<file path="config.mk">
export PLATFORM = sky130hd
export DESIGN_NAME = mem_port_arbiter
export DESIGN_NICKNAME = d
export VERILOG_FILES = /design/src/rtl/mem_port_arbiter.sv
export SDC_FILE = /design/constraint.sdc
export NUM_CORES = 1
export LEC_CHECK = 0
export CAP_MARGIN = 20
export CORE_ASPECT_RATIO = 1.1
export CORE_MARGIN = 3
export CORE_UTILIZATION = 35
export DETAILED_ROUTE_END_ITERATION = 8
export PLACE_DENSITY = 0.74
export SLEW_MARGIN = 20
export SYNTH_ARGS = -nofsm -noshare
export SYNTH_HDL_FRONTEND = slang
export SYNTH_HIERARCHICAL = 1
export SYNTH_SLANG_ARGS = --single-unit
</file>
<file path="constraint.sdc">
create_clock -name clk -period 4.7 [get_ports clk]
set_input_delay 0.47 -clock clk [delete_from_list [all_inputs] [get_ports clk]]
set_output_delay 0.47 -clock clk [all_outputs]
set_load 0.005 [all_outputs]
</file>
<file path="src/rtl/mem_port_arbiter.sv">
// mem_port_arbiter: shares one single-ported unified memory between the
// instruction-fetch (IF) and data-memory (DM) stages of the MIPS core.
// One access is in flight at a time: IDLE grants, ACCESS strobes the memory
// for one cycle, WAIT counts down MEM_LAT cycles and returns the result.
// Build option: define MEM_ARB_RR_EN for round-robin arbitration between
// IF and DM; without it DM always wins a contested cycle.

module mem_port_arbiter #(
   parameter int MEM_LAT = 2
) (
   input  logic        clk,
   input  logic        reset,
   input  logic        if_req,
   input  logic [31:0] if_addr,
   output logic        if_gnt,
   output logic        if_valid,
   output logic [31:0] if_rdata,
   input  logic        dm_req,
   input  logic        dm_we,
   input  logic [31:0] dm_addr,
   input  logic [31:0] dm_wdata,
   output logic        dm_gnt,
   output logic        dm_valid,
   output logic [31:0] dm_rdata,
   output logic        mem_en,
   output logic        mem_we,
   output logic [31:0] mem_addr,
   output logic [31:0] mem_wdata,
   input  logic [31:0] mem_rdata,
   output logic        sel,
   output logic        busy
);

   typedef enum logic [1:0] {
      ST_IDLE   = 2'd0,
      ST_ACCESS = 2'd1,
      ST_WAIT   = 2'd2
   } state_t;

   localparam logic OWNER_IF = 1'b0;
   localparam logic OWNER_DM = 1'b1;

   state_t      state_q, state_d;
   logic [3:0]  cnt_q, cnt_d;
   logic        sel_q, sel_d;
   logic        we_q, we_d;
   logic        busy_q, busy_d;
   logic        mem_en_q, mem_en_d;
   logic        mem_we_q, mem_we_d;
   logic [31:0] mem_addr_q, mem_addr_d;
   logic [31:0] mem_wdata_q, mem_wdata_d;
   logic        if_valid_q, if_valid_d;
   logic        dm_valid_q, dm_valid_d;
   logic [31:0] if_rdata_q, if_rdata_d;
   logic [31:0] dm_rdata_q, dm_rdata_d;
   logic        pick_if, pick_dm;
`ifdef MEM_ARB_RR_EN
   logic        last_owner_q, last_owner_d;
`endif

   // Choose at most one winner, only while idle and out of reset
   always_comb begin
      pick_if = 1'b0;
      pick_dm = 1'b0;
      if ((state_q == ST_IDLE) && !reset) begin
         if (if_req && dm_req) begin
`ifdef MEM_ARB_RR_EN
            pick_dm = (last_owner_q == OWNER_IF);
            pick_if = (last_owner_q == OWNER_DM);
`else
            pick_dm = 1'b1;
            pick_if = 1'b0;
`endif
         end else begin
            pick_dm = dm_req;
            pick_if = if_req;
         end
      end else begin
         pick_if = 1'b0;
         pick_dm = 1'b0;
      end
   end

   assign if_gnt = pick_if;
   assign dm_gnt = pick_dm;

   // Next-state and next-output computation for the access sequencer
   always_comb begin
      state_d     = state_q;
      cnt_d       = cnt_q;
      sel_d       = sel_q;
      we_d        = we_q;
      mem_en_d    = 1'b0;
      mem_we_d    = 1'b0;
      mem_addr_d  = 32'd0;
      mem_wdata_d = 32'd0;
      if_valid_d  = 1'b0;
      dm_valid_d  = 1'b0;
      if_rdata_d  = if_rdata_q;
      dm_rdata_d  = dm_rdata_q;
`ifdef MEM_ARB_RR_EN
      last_owner_d = last_owner_q;
`endif
      case (state_q)
         ST_IDLE: begin
            // mem_* are registered, so they are loaded on the grant edge
            // and appear exactly during the ACCESS cycle
            if (pick_dm) begin
               state_d     = ST_ACCESS;
               sel_d       = OWNER_DM;
               we_d        = dm_we;
               mem_en_d    = 1'b1;
               mem_we_d    = dm_we;
               mem_addr_d  = dm_addr;
               mem_wdata_d = dm_wdata;
`ifdef MEM_ARB_RR_EN
               last_owner_d = OWNER_DM;
`endif
            end else if (pick_if) begin
               state_d     = ST_ACCESS;
               sel_d       = OWNER_IF;
               we_d        = 1'b0;
               mem_en_d    = 1'b1;
               mem_we_d    = 1'b0;
               mem_addr_d  = if_addr;
               mem_wdata_d = 32'd0;
`ifdef MEM_ARB_RR_EN
               last_owner_d = OWNER_IF;
`endif
            end else begin
               state_d = ST_IDLE;
            end
         end
         ST_ACCESS: begin
            state_d = ST_WAIT;
            cnt_d   = 4'(MEM_LAT);
         end
         ST_WAIT: begin
            // A count of 1 marks the cycle the memory data is valid
            if (cnt_q <= 4'd1) begin
               cnt_d   = 4'd0;
               state_d = ST_IDLE;
               if (sel_q == OWNER_DM) begin
                  dm_valid_d = 1'b1;
                  if (!we_q) begin
                     dm_rdata_d = mem_rdata;
                  end else begin
                     dm_rdata_d = dm_rdata_q;
                  end
               end else begin
                  if_valid_d = 1'b1;
                  if_rdata_d = mem_rdata;
               end
            end else begin
               cnt_d = cnt_q - 4'd1;
            end
         end
         default: begin
            state_d = ST_IDLE;
            cnt_d   = 4'd0;
         end
      endcase
      busy_d = (state_d != ST_IDLE);
   end

   // State and registered outputs; reset abandons any in-flight access
   always_ff @(posedge clk or posedge reset) begin
      if (reset) begin
         state_q     <= ST_IDLE;
         cnt_q       <= 4'd0;
         sel_q       <= OWNER_IF;
         we_q        <= 1'b0;
         busy_q      <= 1'b0;
         mem_en_q    <= 1'b0;
         mem_we_q    <= 1'b0;
         mem_addr_q  <= 32'd0;
         mem_wdata_q <= 32'd0;
         if_valid_q  <= 1'b0;
         dm_valid_q  <= 1'b0;
         if_rdata_q  <= 32'd0;
         dm_rdata_q  <= 32'd0;
`ifdef MEM_ARB_RR_EN
         last_owner_q <= OWNER_IF;
`endif
      end else begin
         state_q     <= state_d;
         cnt_q       <= cnt_d;
         sel_q       <= sel_d;
         we_q        <= we_d;
         busy_q      <= busy_d;
         mem_en_q    <= mem_en_d;
         mem_we_q    <= mem_we_d;
         mem_addr_q  <= mem_addr_d;
         mem_wdata_q <= mem_wdata_d;
         if_valid_q  <= if_valid_d;
         dm_valid_q  <= dm_valid_d;
         if_rdata_q  <= if_rdata_d;
         dm_rdata_q  <= dm_rdata_d;
`ifdef MEM_ARB_RR_EN
         last_owner_q <= last_owner_d;
`endif
      end
   end

   assign if_valid  = if_valid_q;
   assign if_rdata  = if_rdata_q;
   assign dm_valid  = dm_valid_q;
   assign dm_rdata  = dm_rdata_q;
   assign mem_en    = mem_en_q;
   assign mem_we    = mem_we_q;
   assign mem_addr  = mem_addr_q;
   assign mem_wdata = mem_wdata_q;
   assign sel       = sel_q;
   assign busy      = busy_q;

   mem_port_arbiter_chk #(.MEM_LAT(MEM_LAT)) u_chk (
      .clk   (clk),
      .reset (reset)
   );

endmodule

// Simulation-only parameter sanity checker for mem_port_arbiter.
module mem_port_arbiter_chk #(
   parameter int MEM_LAT = 2
) (
   input logic clk,
   input logic reset
);

   // Flag a memory latency the 4-bit countdown cannot represent
   always @(posedge clk) begin
      if (!reset && ((MEM_LAT < 1) || (MEM_LAT > 15))) begin
         $error("mem_port_arbiter: MEM_LAT=%0d outside 1..15", MEM_LAT);
      end
   end

endmodule

</file>
==> reports/results.tsv <==
metric	value	unit
GRT overflow	0	
Netlist Area Pre-Place	5350	um^2
pin slew with the least headroom to its limit	0.791	ns
# fillers	1168	
CP Cell Sequence	inv_1 > ha_1 > nor2b_2 > buf_4 > and2_1 > buf_4 > clkdlybuf4s50_1	
# IOs	269	
clk buf depth	2	
Area contributors post-synth	dfrtp_1, mux2_4, mux2_2	
Final Hold Fails	0	
Post-DP HPWL	10.6	mm
Die Footprint	16800	um^2
min cycle time layout	3.32	ns
clk slew on worst S/H paths	0.06	ns
Initial Util	36.5	%
area leader, netlist	dfrtp_1	
Final #Nets	754	
all-layer global routing usage	17.1	%
post-route ant nets	0	
H-tree level count	4	
CP peak stage delay	0.57	ns
Worst Path Required	4.23	ns
CTS root buffer	clkbuf_16	
Worst Path Arrival	2.85	ns
Worst-Skew Late Latency	0.41	ns
DR vias	3867	
WL per Instance	17.4	um
RSZ-0062 raised after global routing	no	
crit-path leading delay family	buffers and inverters	
# rows	46	
most frequent cells in the layout	clkdlybuf4s50_1, dfrtp_1, mux2_2, and3_1, a22o_1	
max-slew violations	0	
Cells after Synth	344	
Yosys Warn Count	6	
max frequency	0.301	GHz
post-CTS setup buffers	0	
die width	124	um
global-route wire length before repair	21.8	mm
DRC marker count from the first detailed-route iteration	158	
share of cells above drive strength 1	17.8	%
Pre-antenna DRT Iters	4	
worst-path maximum fanout	36	
PortBufs	268	
Async S/R FF share, synth	100	%
Worst slew margin	47.2	%
Placed Cells	788	
syn_nets	483	
Hold Path Class	register to register	
Synth Flop Type	dfrtp_1	
startpoint types	register	
clock sink count	141	
critical path capture point type	primary output	
initial antenna violation count	0	
Finished Core Util	60.0	%
Post-Route WL	14.3	mm
Post-synth EDFFs	0	
largest net degree at the start of global routing	114	
most common cell after layout, fill and taps aside	clkdlybuf4s50_1	
Yosys top cell area share	65.9	%
final setup violation count	0	
Antenna Cells	0	
Post-Layout Cell Count	820	
Synth Register Bits	141	
Max Cap Violations	0	
fin crit share	70.6	%
die span in y	136	um
CP Buf/Inv Count	4	
leakage power total	3.94	nW
Synth cell types	33	
core area	14700	um^2
Power per Cell Area	514	nW/um^2
vias per inst	4.72	
Routability Congestion	0.730	
Setup Crit Path Kind	register to primary output	
most used cell, CP	buf_4	
slowest CP cell	clkdlybuf4s50_1	
# resized after CTS	0	
Remaining DRCs	0	
Final Skew	0.00502	ns
number of global-route vias before repair	4201	
cts hold-fix bufs	0	
post-synthesis sequential area ratio	65.9	%
setup TNS	0	ns
Synth-to-Final Area Change	64.6	%
outcome	complete, no violations	
CTS tree	built	
Syn Area/Cell	15.6	um^2
Max VDD drop	0.000221	V
CTS Buf Count	17	
[cells by family after synthesis]
kind of cell	synth area share [%]
compound gates	7.06
fa+ha+maj	1.40
simple gates	6.81
buf+inv	3.27
mux	15.5
flops	65.9
[through the flow]
step | worst slack [ns] | instance area [um^2] | hold WS [ns] | total power, mW
global placement | 1.75 | 8190 | 0.488 | 3.15
floorplan | 0.449 | 5350 | 0.471 | 2.29
global route | 1.21 | 8810 | 0.518 | 4.76
finish | 1.38 | 8810 | 0.504 | 4.53
CTS | 1.37 | 8800 | 0.509 | 4.60
detailed placement | 1.72 | 8190 | 0.496 | 3.20
[worst reg2reg max path: cells and delay by family, from the launching register on]
family                     cells  cell delay, ns
muxes                          1            0.44
DFF                            1            0.42
buffers and inverters          2            0.68
and+or+nand+nor                1            0.23
adders and majority gates      1            0.31
[routing by layer]
metal	vias up	global-route usage (%)	part of all wire, %
li1	1770	-	-
met5	-	0	0
met1	1912	17.1	34
met4	0	6.95	2.0
met2	166	30.9	54
met3	19	7.14	10
[power by group]
part           internal, mW  total [mW]  leakage, nW  switching [mW]
clock network         0.842        1.37        0.283           0.525
logic                  1.00        1.42         1.86           0.422
registers              1.55        1.73         1.80           0.184
total                  3.39        4.53         3.94            1.13
[final cells by class]
class,instances,area (um^2),share of cell area [%]
clock inverters,15,185,2.10
flip-flops and latches,141,3530,40.1
inverters,9,41.3,0.469
multi-input cells,171,1650,18.8
repair buffers,275,2740,31.1
well taps,192,240,2.73
clock buffers,17,425,4.83
[registers in the layout (all words and copies together) (netlist names), 2 cells and up]
register,cells
dm_rdata,32
mem_wdata,32
state_q,2
cnt_q,4
if_rdata,32
mem_addr,32
[cells in the mapped netlist, types with 3 or more instances]
cell type and number:
and3_1 33, ha_1 6, clkbuf_1 14, a21oi_1 3
o21ai_0 4, buf_6 7, mux2_4 29, a22o_1 32
inv_1 9, dfrtp_1 141, nand2_1 5, mux2_2 35
[final timing paths]
path | startpoint | end | slack, ns | depth (start not counted)
worst max-delay path | state_q[0] | dm_gnt | 1.38 | 7
worst min-delay path | dm_rdata[3] | dm_rdata[3] | 0.50 | 1
worst max register to register | state_q[0] | if_rdata[3] | 2.51 | 5
worst min register to register | dm_rdata[3] | dm_rdata[3] | 0.50 | 1
max in group asynchronous | reset | mem_addr[21] | 3.18 | 3
min in group asynchronous | reset | mem_addr[9] | 0.64 | 2
(Power assumes the default switching activity.)
